--- config.mk ---
export PLATFORM = sky130hd
export DESIGN_NAME = imm_ext_arbiter
export DESIGN_NICKNAME = d
export VERILOG_FILES = /design/src/rtl/imm_ext_pkg.sv /design/src/rtl/imm_ext_arbiter_sign_extender.sv /design/src/rtl/imm_ext_arbiter.sv
export SDC_FILE = /design/constraint.sdc
export NUM_CORES = 1
export LEC_CHECK = 0
export CORE_MARGIN = 3
export CORE_UTILIZATION = 41
export CTS_CLUSTER_SIZE = 10
export DETAILED_ROUTE_END_ITERATION = 10
export PLACE_DENSITY = 0.82
export REMOVE_ABC_BUFFERS = 1
export SLEW_MARGIN = 0
export SYNTH_ARGS = -nofsm -noshare
export SYNTH_HDL_FRONTEND = slang
export SYNTH_SLANG_ARGS = --single-unit
--- constraint.sdc ---
create_clock -name clk -period 1.2 [get_ports clk]
set_input_delay 0.18 -clock clk [delete_from_list [all_inputs] [get_ports clk]]
set_output_delay 0.18 -clock clk [all_outputs]
set_load 0.03 [all_outputs]
--- src/rtl/imm_ext_pkg.sv ---
// imm_ext_pkg: shared mode and state encodings for the immediate-extension arbiter
package imm_ext_pkg;
  localparam logic [1:0] MODE_SEXT   = 2'b00;
  localparam logic [1:0] MODE_ZEXT   = 2'b01;
  localparam logic [1:0] MODE_UPPER  = 2'b10;
  localparam logic [1:0] MODE_BRANCH = 2'b11;
  typedef enum logic {
    ST_IDLE = 1'b0,
    ST_HOLD = 1'b1
  } state_t;
endpackage

--- src/rtl/imm_ext_arbiter_sign_extender.sv ---
// Sign_Extender: widens a 16-bit immediate to 32 bits by replicating its sign bit
module Sign_Extender (
  input  logic [15:0] imm,
  output logic [31:0] ext
);
  assign ext = {{16{imm[15]}}, imm};
endmodule

--- src/rtl/imm_ext_arbiter.sv ---
// imm_ext_arbiter: round-robin arbiter feeding one shared immediate extender with a one-entry result hold
module imm_ext_arbiter
  import imm_ext_pkg::*;
#(
  parameter int BRANCH_SHIFT = 2
) (
  input  logic        clk,
  input  logic        rst_n,
  input  logic [1:0]  req_valid,
  input  logic [31:0] req_imm,
  input  logic [3:0]  req_mode,
  output logic [1:0]  req_ready,
  output logic        rsp_valid,
  output logic        rsp_id,
  output logic [31:0] rsp_data,
  input  logic        rsp_ready
);
  state_t      state, state_nx;
  logic        last_grant;
  logic        can_accept;
  logic        win;
  logic [15:0] imm_sel;
  logic [1:0]  mode_sel;
  logic [31:0] sext;
  logic [31:0] result;
  Sign_Extender u_sext (
    .imm(imm_sel),
    .ext(sext)
  );
  // grant selection, extension mux and next state; req_ready is forced low during reset
  always_comb begin
    can_accept = rst_n && (state == ST_IDLE || rsp_ready);
    win        = &req_valid ? ~last_grant : req_valid[1];
    req_ready  = (can_accept && |req_valid) ? (win ? 2'b10 : 2'b01) : 2'b00;
    imm_sel    = win ? req_imm[31:16] : req_imm[15:0];
    mode_sel   = win ? req_mode[3:2] : req_mode[1:0];
    result     = mode_sel == MODE_SEXT  ? sext :
                 mode_sel == MODE_ZEXT  ? {16'h0000, imm_sel} :
                 mode_sel == MODE_UPPER ? {imm_sel, 16'h0000} :
                                          sext << BRANCH_SHIFT;
    state_nx   = |req_ready ? ST_HOLD :
                 (state == ST_HOLD && rsp_ready) ? ST_IDLE : state;
  end
  // state, arbitration history and the held result; the async reset drops any held result
  always_ff @(posedge clk or negedge rst_n) begin
    if (!rst_n) begin
      state      <= ST_IDLE;
      last_grant <= 1'b1;
      rsp_id     <= 1'b0;
      rsp_data   <= '0;
    end else begin
      state <= state_nx;
      if (|req_ready) begin
        last_grant <= win;
        rsp_id     <= win;
        rsp_data   <= result;
      end
    end
  end
  assign rsp_valid = state == ST_HOLD;
endmodule

# After elaboration in Yosys (flattened, before gate mapping)
# Index checks and enable logic that the tools add are counted.
dict set report word_totals {
  out_inout_bits 36
  register_bits 35
}
dict set report op_classes {
  eq_ne 2
  n_mux 10
  reduce_logical 9
  bitwise 2
}
# cell count
set ops {}
lappend ops {{$mux W32} 2}
lappend ops {{$mux W31} 1}
lappend ops {{$mux W16} 1}
lappend ops {{$mux W2} 3}
lappend ops {{$reduce_or A2 Y1} 2}
lappend ops {{$logic_and A1 B1 Y1} 3}
lappend ops {{$mux W1} 3}
lappend ops {{$eq A2 B1 Y1 const B} 1}
lappend ops {{$eq A2 B2 Y1 const B} 1}
lappend ops {{$logic_not A2 Y1} 1}
lappend ops {{$not A1 Y1} 2}
lappend ops {{$reduce_and A2 Y1} 1}
lappend ops {{$reduce_bool A2 Y1} 1}
lappend ops {{$logic_or A1 B1 Y1} 1}

# Longest topological paths before layout
dict set report logic_depth {
  depth_word 7
  ltp_mapped 6
  ltp_nobuf 4
}

# Cells and area by module
# A second synthesis with hierarchy kept.
dict set report hier_totals {
  cells_unflattened 322
  area_unflattened_um2 2666.3
}
# module area_each_um2 instances cells_per_inst seq_area_each_um2
set modules_own_cells {}
lappend modules_own_cells {imm_ext_arbiter 2426.1 1 290 877.1}
lappend modules_own_cells {Sign_Extender 240.2 1 32 0.0}

# Worst setup path after synthesis
# Ideal clock, no wire load.
dict set report synth_path {
  path_kind {reg-to-reg}
  startpoint {reg state (netlist: rsp_valid)}
  endpoint {reg rsp_data[29]}
  path_stages_with_launch 6
  setup_slack_ns -0.334
  required_ns 1.074
  setup_ns 0.126
  t_arrival_ns 1.408
  synth_period_minus_slack_ns 1.534
  n_path_buf 2
  cell_sequence {dfrtp_1 nand2b_1 o211ai_1 buf_2 buf_2 a221o_1}
}
dict set report synth_via {
  elab_chain_cells 6
}
# element line
set synth_lines {}
lappend synth_lines {{start, declared} imm_ext_arbiter.sv:18} ;# state_t state, state_nx;
lappend synth_lines {{start signal, assigned} imm_ext_arbiter.sv:52} ;# state <= state_nx;
lappend synth_lines {{$not A1 Y1} imm_ext_arbiter.sv:32} ;# can_accept = rst_n && (state == ST_IDLE || rsp_ready);
lappend synth_lines {{$logic_or A1 B1 Y1} imm_ext_arbiter.sv:32}
lappend synth_lines {{$logic_and A1 B1 Y1} imm_ext_arbiter.sv:32}
lappend synth_lines {{$logic_and A1 B1 Y1} imm_ext_arbiter.sv:34} ;# req_ready = (can_accept && |req_valid) ? (win ? 2'b10 : 2'b01) : 2'b00;
lappend synth_lines {{$mux W2} imm_ext_arbiter.sv:34}
lappend synth_lines {{$reduce_or A2 Y1} imm_ext_arbiter.sv:53} ;# if (|req_ready) begin
lappend synth_lines {{end signal, assigned} imm_ext_arbiter.sv:56} ;# rsp_data <= result;
lappend synth_lines {{end, declared} imm_ext_arbiter.sv:15} ;# output logic [31:0] rsp_data,
# No other way between the ends.
# A chain may end at the register's enable or synchronous reset.

# Final worst setup path
dict set report layout_path {
  startpoint {in req_mode[3]}
  endpoint {reg rsp_data[14]}
}
dict set report layout_via {
  elab_chain_cells 5
  word_cells_on_any_way 7
}
# element line
set layout_lines {}
lappend layout_lines {{start, declared} imm_ext_arbiter.sv:11} ;# input logic [3:0] req_mode,
lappend layout_lines {{$mux W2 *} imm_ext_arbiter.sv:36} ;# mode_sel = win ? req_mode[3:2] : req_mode[1:0];
lappend layout_lines {{$eq A2 B2 Y1} imm_ext_arbiter.sv:39} ;# mode_sel == MODE_UPPER ? {imm_sel, 16'h0000} :
lappend layout_lines {{$mux W31} imm_ext_arbiter.sv:39}
lappend layout_lines {{$mux W32} imm_ext_arbiter.sv:38} ;# mode_sel == MODE_ZEXT ? {16'h0000, imm_sel} :
lappend layout_lines {{$mux W32 *} imm_ext_arbiter.sv:37} ;# result = mode_sel == MODE_SEXT ? sext :
# Every way passes the cells marked *; elsewhere a longest branch is shown, timed or not.

==> metrics.md <==
| Metric | Value |
|---|---|
| Syn avg cell area | 9.90 sq um |
| Share of cells above drive strength 1 | 46.0% |
| Die height | 78.6 microns |
| CP arrival | 1.72 ns |
| Antenna violations before repair | 0 |
| PwrDens | 1270 nW/um^2 |
| Switching power of the nets | 0.00188 W |
| DP Cell Count | 376 |
| Layout area overhead | 74.6% |
| DR WL/cell | 22.9 microns |
| RR Endpoint | rsp_data[17]$_DFFE_PN0P_ |
| Failing checks | negative setup slack |
| Via/cell ratio | 6.55 |
| Final Hold Viols | 0 |
| Max-cap violation count | 0 |
| Fin nets | 378 |
| Reg power frac | 33.5% |
| Core area | 4910 sq um |
| Worst setup EP type | flip-flop |
| Maximum vdd ir drop | 0.757 mV |
| Initial DRC count | 334 |
| Final setup violation count | 37 |
| Residual DRC | 0 |
| Element type at the critical path start | input pin |
| Total GRT Usage | 27.1% |
| Row count | 25 |
| Mapped cell area | 2160 sq um |
| Clock Skew | 0.00668 ns |
| Num CTS Buffers | 5 |
| Post-detail-place hpwl | 4820 microns |
| Synth top area share | 39.4% |
| Worst Path Max Fanout | 9 |
| Max-slew violation count | 0 |
| Comb pwr share | 47.8% |
| Sw frac | 39.4% |
| Leak | 1.65 nW |
| Total die area | 6170 sq um |
| Vias in the first global route | 2563 |
| Post-synth top flop | dfrtp_1 |
| Synthesized flop and latch total | 35 |
| Synth Instances | 218 |
| Initial Util | 43.9% |
| TritonCTS clock tree | yes |
| DIE WIDTH | 78.6 microns |
| Synth area leader | dfrtp_1 |
| Pin count of the biggest net entering global routing | 31 |
| Critical path data required time | 1.36 ns |
| GRT overflow | 0 |
| Clk Latency, worst-skew pair | 0.29 ns |
| Root buf cell | clkbuf_8 |
| Simple-gate share of the synthesized area | 15.1% |
| FILL cells | 288 |
| Clock power share | 18.6% |
| Port Buffer Count | 76 |
| Post-route setup slack | -0.360 ns |
| Reg2Reg Setup Slack | -0.32 ns |
| Maximum clock frequency | 0.641 GHz |
| YS warnings | 0 |
| CTS clk-pin slew, worst paths | 0.07 ns |
| R2r worst-path depth | 6 |
| Worst slew margin | 66.1% |
| First-pass GRT wire length | 13000 microns |
| ANT nets after route | 0 |
| Fraction of registers with async set/reset | 100% |
| Htree depth | 2 |
| Fin Hold WS | 0.0580 ns |
| Ranking of synthesized cells by area | dfrtp_1 39%, a221oi_1 11%, mux2i_1 7.0% |
| Finished Layout Cells | 404 |
| Routed vias | 2646 |
| Power after layout | 0.00478 W |
| Pre-Repair DR Iteration Count | 5 |
| RSZ-0062 raised after global routing | true |
| Yosys cell types | 38 |
| ANT cells | 0 |
| Run status | finished with violations |
| Seq/Total Area, Yosys | 40.6% |
| Internal Power | 0.00289 W |
| XOR/XNOR Fraction of Synth Area | 0.406% |
| EDFF count, synth | 0 |
| Reg-to-reg critical path startpoint | rsp_valid$_DFFE_PN0P_ |
| Max clock buf depth | 2 |
| Placer Congestion | 0.807 |
| Fin crit share | 130% |
| WL final | 9240 microns |
| WS Path Type | in2reg |
| Largest family of logic cells by synthesized area | compound AO/OA/AOI/OAI gates |
| Utilization after layout | 76.7% |
| Sink Count | 35 |
| HP Class | in2async |
| Mux cell area share after synthesis | 7.48% |
| Crit path time final | 1.56 ns |
| Post-Synth Adder-Cell Area | 0% |
| # IOs | 77 |
| Worst Tran Pin Value | 0.509 ns |
| Synth Area in Compound Gates | 28.9% |
[synth_stat cells, types with 2 or more instances]
cell and n:
a211oi_1 2, a21o_1 2, a221o_1 13, a221oi_1 27, a31oi_1 2, buf_2 14
buf_4 3, buf_6 2, clkbuf_1 3, dfrtp_1 34, inv_1 3, inv_2 2
mux2i_1 15, nand2_1 25, nand2b_1 15, nor2_1 3, nor3_1 13, nor3b_1 2
o21ai_1 5, o31ai_1 15
[how the worst max path moves through the flow]
stage	from	to	slack, ns	depth (start not counted)
6_report	req_mode[3]	rsp_data[14]$_DFFE_PN0P_	-0.36	6
5_1_grt	rsp_valid$_DFFE_PN0P_	rsp_data[21]$_DFFE_PN0P_	-0.40	6
4_1_cts	rsp_valid$_DFFE_PN0P_	rsp_data[7]$_DFFE_PN0P_	-0.25	5
3_5_place_dp	req_mode[0]	rsp_data[21]$_DFFE_PN0P_	-0.64	5
3_3_place_gp	req_mode[0]	rsp_data[24]$_DFFE_PN0P_	-0.60	5
2_1_floorplan	req_valid[1]	rsp_data[17]$_DFFE_PN0P_	-1.97	3
[area by class of cell]
type	count	area [sq um]	area share, %
Clock buffer	6	82.6	2.19
Clock inverter	1	5.00	0.133
Inverter	5	18.8	0.498
Multi-Input combinational cell	155	1430	38.0
Sequential cell	35	877	23.3
Tap cell	67	83.8	2.22
Timing Repair Buffer	135	1270	33.7
[kinds of logic after synthesis]
group	Yosys count
flip-flops	35
AND/OR/NAND/NOR	64
XOR/XNOR	1
AO/OA/AOI/OAI	74
buffers and inverters	28
multiplexers	16
[worst max-delay path: stages]
cell,delay [ns]
clkdlybuf4s50_1,0.46
buf_4,0.18
and2_1,0.18
buf_6,0.16
a221oi_1,0.48
o31ai_4,0.08
[registers in the layout, summed over array words and instances (netlist names)]
register    count
rsp_data       32
last_grant      1
rsp_id          1
rsp_valid       1
[power by group through the flow]
stage / clock (W) / combinational (W) / sequential (W)
2_1_floorplan: 0 / 0.000505 / 0.00203
3_3_place_gp: 0 / 0.00178 / 0.00158
3_5_place_dp: 0 / 0.00180 / 0.00159
4_1_cts: 0.000889 / 0.00209 / 0.00158
5_1_grt: 0.000934 / 0.00238 / 0.00163
6_report: 0.000890 / 0.00228 / 0.00160
[cells in the final DEF, fill, tap and decap left out, types with 2 or more instances in the layout]
master,Yosys,final
buf_4,3,72
clkdlybuf4s50_1,0,36
dfrtp_1,34,34
a221oi_1,27,18
mux2i_1,15,15
nand2_1,25,14
nand2b_1,15,14
buf_6,2,14
a221o_1,13,13
nor3_1,13,11
a221oi_2,0,8
o31ai_2,0,7
nand2_4,0,6
o31ai_4,0,6
clkbuf_8,0,6
nand2_2,0,5
o21ai_2,1,4
inv_1,3,3
nor2_4,0,3
buf_12,0,3
inv_2,2,2
o31ai_1,15,2
nor3b_1,2,2
a31oi_1,2,2
o21ai_1,5,2
a211oi_4,1,2
nor3_2,0,2
a21o_1,2,2
buf_2,14,2
dlygate4sd2_1,0,2
[per-layer routing]
layer / routed length [microns] / share of wire (%) / global-route usage [%]
met1: 3400 / 37 / 32.6
met2: 4520 / 49 / 43.5
met3: 907 / 9.8 / 8.26
met4: 408 / 4.4 / 13.6
met5: 0 / 0 / 0
[timing repair]
item | 4_1_cts | 5_1_grt
setup buffers | 10 | 4
setup endpoints to repair | 37 | 37
resized for setup | 54 | 32
hold buffers | 1 | 0
pin swaps | 9 | 17
hold endpoints to repair | 5 | 0
cloned | 5 | 1
[per-stage QoR]
step	instance area [sq um]	setup TNS, ns	worst slack, ns
2_1_floorplan	2020	-65.18	-1.97
3_3_place_gp	3080	-17.25	-0.603
3_5_place_dp	3080	-18.18	-0.645
4_1_cts	3590	-7.26	-0.246
5_1_grt	3770	-10.92	-0.402
6_report	3770	-9.65	-0.360
No activity file was read; power rests on OpenSTA's default activity.
